===== config.mk =====
export PLATFORM = sky130hd
export DESIGN_NAME = systolic_2x2_feeder
export DESIGN_NICKNAME = d
export VERILOG_FILES = /design/src/rtl/systolic_pkg.sv /design/src/rtl/systolic_gap_timer.sv /design/src/rtl/systolic_2x2_feeder.sv
export SDC_FILE = /design/constraint.sdc
export NUM_CORES = 1
export LEC_CHECK = 0
export ABC_AREA = 1
export CAP_MARGIN = 30
export CORE_AREA = 3 3 191 193
export DETAILED_ROUTE_END_ITERATION = 16
export DIE_AREA = 0 0 194 196
export GPL_TIMING_DRIVEN = 0
export HOLD_SLACK_MARGIN = 0.03
export MAX_ROUTING_LAYER = met4
export PLACE_DENSITY_LB_ADDON = 0.1
export SKIP_CTS_REPAIR_TIMING = 1
export SYNTH_ARGS = -nofsm -noshare
export SYNTH_HDL_FRONTEND = slang
export SYNTH_SLANG_ARGS = --single-unit

===== constraint.sdc =====
create_clock -name clk -period 4.4 [get_ports clk]
set_input_delay 1.32 -clock clk [delete_from_list [all_inputs] [get_ports clk]]
set_output_delay 1.32 -clock clk [all_outputs]
set_load 0.01 [all_outputs]

===== src/rtl/systolic_pkg.sv =====
// =============================================================================
// Module  : systolic_pkg
// Brief   : Shared types and constants for the 2x2 systolic operand feeder.
// Revision: 1.0 - initial release
// =============================================================================
`default_nettype none

package systolic_pkg;

    localparam int DATA_W_DEFAULT = 32;
    localparam int WAVE_COUNT     = 4;

    typedef logic [1:0] wave_idx_t;

    localparam wave_idx_t LAST_WAVE = wave_idx_t'(WAVE_COUNT - 1);

    typedef enum logic [1:0] {
        IDLE   = 2'd0,
        LOAD   = 2'd1,
        WAIT   = 2'd2,
        FINISH = 2'd3
    } feeder_state_t;

endpackage

`default_nettype wire


===== src/rtl/systolic_gap_timer.sv =====
// =============================================================================
// Module  : systolic_gap_timer
// Brief   : Loadable down-counter; expire is high while the count is zero.
// Revision: 1.0 - initial release
// =============================================================================
`default_nettype none

module systolic_gap_timer #(
    parameter int CNT_W = 8
) (
    input  logic             clk,
    input  logic             rst,
    input  logic             load,
    input  logic [CNT_W-1:0] load_value,
    input  logic             run,
    output logic             expire
);

    logic [CNT_W-1:0] count;

    always_ff @(posedge clk) begin
        if (rst) begin
            count <= '0;
        end else if (load) begin
            count <= load_value;
        end else if (run && (count != '0)) begin
            count <= count - 1'b1;
        end
    end

    assign expire = (count == '0);

endmodule

`default_nettype wire


===== src/rtl/systolic_2x2_feeder.sv =====
// =============================================================================
// Module  : systolic_2x2_feeder
// Brief   : Captures 2x2 A/B operands and issues four skewed load waves to a
//           2x2 systolic array. Define FEEDER_DONE_HANDSHAKE_EN to pace waves
//           from done_in (with timeout/err) instead of the WAVE_GAP timer.
// Revision: 1.0 - initial release
// =============================================================================
`default_nettype none

module systolic_2x2_feeder
    import systolic_pkg::*;
#(
    parameter int DATA_W         = DATA_W_DEFAULT,
    parameter int WAVE_GAP       = 20,
    parameter int TIMEOUT_CYCLES = 1024
) (
    input  logic              clk,
    input  logic              rst,
    input  logic              start,
    input  logic [DATA_W-1:0] a11,
    input  logic [DATA_W-1:0] a12,
    input  logic [DATA_W-1:0] a21,
    input  logic [DATA_W-1:0] a22,
    input  logic [DATA_W-1:0] b11,
    input  logic [DATA_W-1:0] b12,
    input  logic [DATA_W-1:0] b21,
    input  logic [DATA_W-1:0] b22,
    input  logic              done_in,
    output logic              load_in,
    output logic [DATA_W-1:0] row_out_row0,
    output logic [DATA_W-1:0] row_out_row1,
    output logic [DATA_W-1:0] col_out_col0,
    output logic [DATA_W-1:0] col_out_col1,
    output logic              busy,
    output logic              finished,
    output logic              err
);

`ifdef FEEDER_DONE_HANDSHAKE_EN
    localparam bit HANDSHAKE = 1'b1;
`else
    localparam bit HANDSHAKE = 1'b0;
`endif

    // One timer serves either the inter-wave gap or the handshake timeout.
    localparam int GAP_LIMIT = HANDSHAKE ? TIMEOUT_CYCLES : WAVE_GAP;
    localparam int CNT_W     = (GAP_LIMIT > 1) ? $clog2(GAP_LIMIT) : 1;
    localparam logic [CNT_W-1:0] GAP_RELOAD = CNT_W'(GAP_LIMIT - 1);

    localparam int OP_A11 = 0;
    localparam int OP_A12 = 1;
    localparam int OP_A21 = 2;
    localparam int OP_A22 = 3;
    localparam int OP_B11 = 4;
    localparam int OP_B12 = 5;
    localparam int OP_B21 = 6;
    localparam int OP_B22 = 7;

    feeder_state_t state;
    feeder_state_t state_nx;
    wave_idx_t     k;
    wave_idx_t     k_nx;

    logic [7:0][DATA_W-1:0] ops_in;
    logic [7:0][DATA_W-1:0] ops_q;
    logic [7:0][DATA_W-1:0] ops_src;
    logic [3:0][DATA_W-1:0] wave;

    logic timer_expire;
    logic wave_done;
    logic timed_out;
    logic abort;

    assign ops_in = {b22, b21, b12, b11, a22, a21, a12, a11};

    // Wave 0 is registered on the same edge that captures the operands,
    // so it must come straight from the inputs.
    assign ops_src = (state == IDLE) ? ops_in : ops_q;

    systolic_gap_timer #(
        .CNT_W (CNT_W)
    ) u_gap_timer (
        .clk        (clk),
        .rst        (rst),
        .load       (state == LOAD),
        .load_value (GAP_RELOAD),
        .run        (state == WAIT),
        .expire     (timer_expire)
    );

`ifdef FEEDER_DONE_HANDSHAKE_EN
    logic err_q;

    assign wave_done = done_in;
    assign timed_out = timer_expire && !done_in;

    always_ff @(posedge clk) begin
        if (rst) begin
            err_q <= 1'b0;
        end else begin
            err_q <= abort;
        end
    end

    assign err = err_q;
`else
    logic unused_done;

    assign unused_done = done_in;
    assign wave_done   = timer_expire;
    assign timed_out   = 1'b0;
    assign err         = 1'b0;
`endif

    assign abort = (state == WAIT) && !wave_done && timed_out;

    always_comb begin
        state_nx = state;
        k_nx     = k;
        case (state)
            IDLE: begin
                if (start) begin
                    state_nx = LOAD;
                    k_nx     = '0;
                end
            end
            LOAD: begin
                state_nx = WAIT;
            end
            WAIT: begin
                if (wave_done) begin
                    if (k == LAST_WAVE) begin
                        state_nx = FINISH;
                    end else begin
                        state_nx = LOAD;
                        k_nx     = k + 2'd1;
                    end
                end else if (timed_out) begin
                    // Abort reuses the terminal cycle so busy drops one cycle after err.
                    state_nx = FINISH;
                end
            end
            FINISH: begin
                state_nx = IDLE;
            end
            default: begin
                state_nx = IDLE;
            end
        endcase
    end

    always_comb begin
        wave = '0;
        case (k_nx)
            2'd0: begin
                wave[0] = ops_src[OP_A12];
                wave[2] = ops_src[OP_B21];
            end
            2'd1: begin
                wave[0] = ops_src[OP_A11];
                wave[1] = ops_src[OP_A22];
                wave[2] = ops_src[OP_B11];
                wave[3] = ops_src[OP_B22];
            end
            2'd2: begin
                wave[1] = ops_src[OP_A21];
                wave[3] = ops_src[OP_B12];
            end
            default: begin
                wave = '0;
            end
        endcase
    end

    // Outputs are registered from the next-state decode so they line up
    // with the state they describe.
    always_ff @(posedge clk) begin
        if (rst) begin
            state        <= IDLE;
            k            <= '0;
            ops_q        <= '0;
            load_in      <= 1'b0;
            busy         <= 1'b0;
            finished     <= 1'b0;
            row_out_row0 <= '0;
            row_out_row1 <= '0;
            col_out_col0 <= '0;
            col_out_col1 <= '0;
        end else begin
            state    <= state_nx;
            k        <= k_nx;
            load_in  <= (state_nx == LOAD);
            busy     <= (state_nx != IDLE);
            finished <= (state_nx == FINISH) && !abort;
            if ((state == IDLE) && start) begin
                ops_q <= ops_in;
            end
            if (state_nx == LOAD) begin
                row_out_row0 <= wave[0];
                row_out_row1 <= wave[1];
                col_out_col0 <= wave[2];
                col_out_col1 <= wave[3];
            end
        end
    end

endmodule

`default_nettype wire


==> out/results.ini <==
[placement]
gp_congestion=0.9174
port_buffers=389
dp_hpwl_mm=48.97
post-place-ws_ps=-384.1

[synth]
synth_top_area_share_pct=40.68
yosysSeqAreaShare_pct=40.68
synthArstFlopShare_pct=0
synth_flop_cell=dfxtp_1
synth_cell_types=25
syn-mean-instance-area_um2=6.216
synth_edf_count=0
ys_ff_latch=396
synth_nets=3401
netlist_area_mm2=0.01949
synth_cells=3135
ys_top_cells_by_area=dfxtp_1 41%, nand2_1 19%, o21ai_0 9.9%
yosysWarnings=0
yosysTopAreaCell=dfxtp_1

[clocking]
clk_path_buf_depth=3
cts_max_level=2
root_buffer=clkbuf_16
cts.clk_slew.worst_paths_ps=60
cts_tree=yes
cts_buffers=43
clock_latency_ps=580
cts_sinks=396

[finish]
drive_gt1_share_pct=4.836
area_delta_synth_final_pct=30.59
finalNetCount=3835

[sta]
skew_ps=21.34
rsz0062_at_grt=no
setup_slack_ps=108.2
tightest_slew_ps=829.0
relSlewSlack_pct=44.73
finalSetupViolations=0
fin_crit_sh_pct=97.54
finalHoldViolations=0
clock.fmax_mhz=233.0
maxSlewViolCount=0
period_needed_ps=4292
hold_slack_ps=446.9

[setup_path]
worst_ep_required_time_ps=4910
crit_top_cell=nand2_1
cp_max_fo=10
r2r-start=state[0]$_SDFF_PP0_
cp_top_family=buffers and inverters
critPathMaxStageDelay_ps=570
cpMaxStageDelayCell=clkbuf_1
arrival_ps=4800
path_cells=clkdlybuf4s50_1 -> inv_1 -> nor2_1 -> inv_2 -> buf_2 -> buf_2 -> nand2_1 -> ha_1 -> clkbuf_1 -> clkbuf_1 -> nand2_1 -> nand2_1 -> nand2_1 -> nor2_1
crit_start=start
regToRegEndpoint=col_out_col1[29]$_SDFFE_PP0P_
endpoint_kind=flip-flop
crit_type=primary input to flip-flop
reg2reg_depth=14
reg2reg_slack_ps=770
critical_path.n_buffers_inverters=7
worstSetupStartpointType=primary input

[global_route]
grtUsageTotal_pct=34.19
grt_pass1_wl_mm=103.2
grt-ovfl-total=0
antenna_found_initial=11
grt_pass1_vias=20360
grt_start_max_net_pins=14

[pwr]
switchingPower_mw=3.417
power.density_mw_per_mm2=425.5
power_frac_comb_pct=26.6
peakVddDrop_v=0.0003004
p_int_mw=7.412
p_leak_nw=11.93
seq_power_share_pct=38.6
sw_frac_of_total_pct=31.55
clkPwrFrac_pct=34.8

[worst_hold_path]
min-delay-start=ops_q[48]$_SDFFE_PP0P_
hold-path-cell-count=2
hold_class=flip-flop to flip-flop
holdPathEnd=ops_q[48]$_SDFFE_PP0P_

[drt]
wl_per_cell_um=16.17
drtAntennaViolNets=0
first_pass_iters=6
vias=21480
drtIter0Drc=1683
viasPerCell=5.285
finalWirelength_mm=65.73
drc_errors=0

[outcome]
status=completed

[floorplanning]
fp.dieH_um=196
core_area_mm2=0.03471
io-pin-count=392
initial_core_util_pct=56.14
chipWidth_um=194
design.die.area_mm2=0.03802
rows=68

[flow_run]
max_cap_viol_count=0

[worst register-to-register path, cell delays in order (launching register included)]
cell      delay, ps
dfxtp_1         440
inv_1            70
nand2_1         120
nor2_1           70
inv_2           120
buf_2           350
buf_2           320
nand2_1         190
ha_1            320
clkbuf_1        570
clkbuf_1        520
nand2_1         200
nand2_1         120
nand2_1          60
nor2_1           80
[synthesized netlist by cell type, types with 2 or more instances]
cell,count
nand3_1,135
o21bai_1,9
buf_4,17
buf_2,78
nand2_1,978
a21oi_1,261
nor2_4,2
buf_1,21
ha_1,6
inv_1,474
nor2_1,255
inv_2,2
dfxtp_1,396
o21ai_0,387
nor3_1,2
clkbuf_1,103
[power groups by stage]
stage | registers [mW] | clock network (mW) | logic (mW)
global placement | 4.23 | 0 | 2.75
detailed placement | 4.25 | 0 | 2.82
global route | 4.21 | 3.93 | 3.22
finish | 4.18 | 3.77 | 2.88
CTS | 4.17 | 3.78 | 2.85
floorplan | 4.30 | 0 | 1.59
[registers in the layout (all words and copies together), names as in the netlist]
signal             count
busy                   1
load_in                1
col_out_col1          32
col_out_col0          32
ops_q                256
k                      2
row_out_row0          32
u_gap_timer.count      5
row_out_row1          32
state                  2
finished               1
[metrics by stage]
| stage | total power [mW] | cells | area (um2) | setup TNS [ps] | utilization (%) |
|---|---|---|---|---|---|
| floorplan | 5.890 | 3135 | 19490 | 0 | - |
| global placement | 6.982 | 3979 | 23950 | -17430 | 69.00 |
| detailed placement | 7.071 | 3980 | 23960 | -23720 | 69.03 |
| CTS | 10.81 | 4054 | 25430 | 0 | 73.24 |
| global route | 11.35 | 4064 | 25450 | 0 | 73.31 |
| finish | 10.83 | 4064 | 25450 | 0 | 73.31 |
[logic make-up (layout without fill, tap and decap cells)]
family,count (synthesis),after routing,share of synthesized area (%)
xor+xnor,1,1,0.04495
fa+ha+maj,6,6,0.3852
flops,396,396,40.68
buf+inv,696,1159,14.27
compound gates,659,659,17.06
simple gates,1376,1376,27.54
other cells,1,12,0.01924
[layer usage]
metal | track usage, % | share of wire [%] | up-vias
met3 | 6.595 | 9.0 | 183
met1 | 41.14 | 40 | 9764
met2 | 56.13 | 47 | 1044
li1 | - | - | 10490
met5 | - | 0 | -
met4 | 15.16 | 4.3 | 0
[cell type report]
type                       count  area (um2)
tap                          455       569.3
inverter                     476        1787
buffer                       219       991.0
fill                        2989        9264
clock buffer                  59        1279
multi-input combinational   2043        8780
timing repair buffer         390        3905
sequential                   396        7928
antenna                       11       27.53
clock inverter                15       183.9
[layout by cell type, fill, tap and decap left out]
cell and instances:
a21oi_1 261, clkbuf_8 10, clkinv_4 1, nand2_2 1, nor3_1 2, inv_2 2
inv_1 474, buf_1 21, ha_1 6, clkinvlp_4 2, bufinv_16 4, buf_2 78
buf_4 17, nor3b_1 1, diode_2 11, nor2_1 255, o21bai_1 9, clkbuf_1 106
o211ai_1 1, nand3_1 135, clkinv_2 8, clkdlybuf4s50_1 389, xor2_1 1, conb_1 1
nand2_1 978, o21ai_0 387, o21a_1 1, nor2_2 1, nor2_4 2, nand3_2 1
buf_6 2, clkbuf_16 45, dfxtp_1 396
[worst max path at each step]
stage / end / slack [ps] / cells past startpoint
after floorplan: row_out_row1[18]$_SDFFE_PP0P_ / 1230 / 16
after CTS: col_out_col1[27]$_SDFFE_PP0P_ / 200 / 17
final: col_out_col1[29]$_SDFFE_PP0P_ / 110 / 14
after global placement: row_out_row1[31]$_SDFFE_PP0P_ / -350 / 17
after global routing: col_out_col1[28]$_SDFFE_PP0P_ / 10 / 14
after detailed placement: col_out_col1[29]$_SDFFE_PP0P_ / -380 / 14
Power figures use the tool's default switching activity.
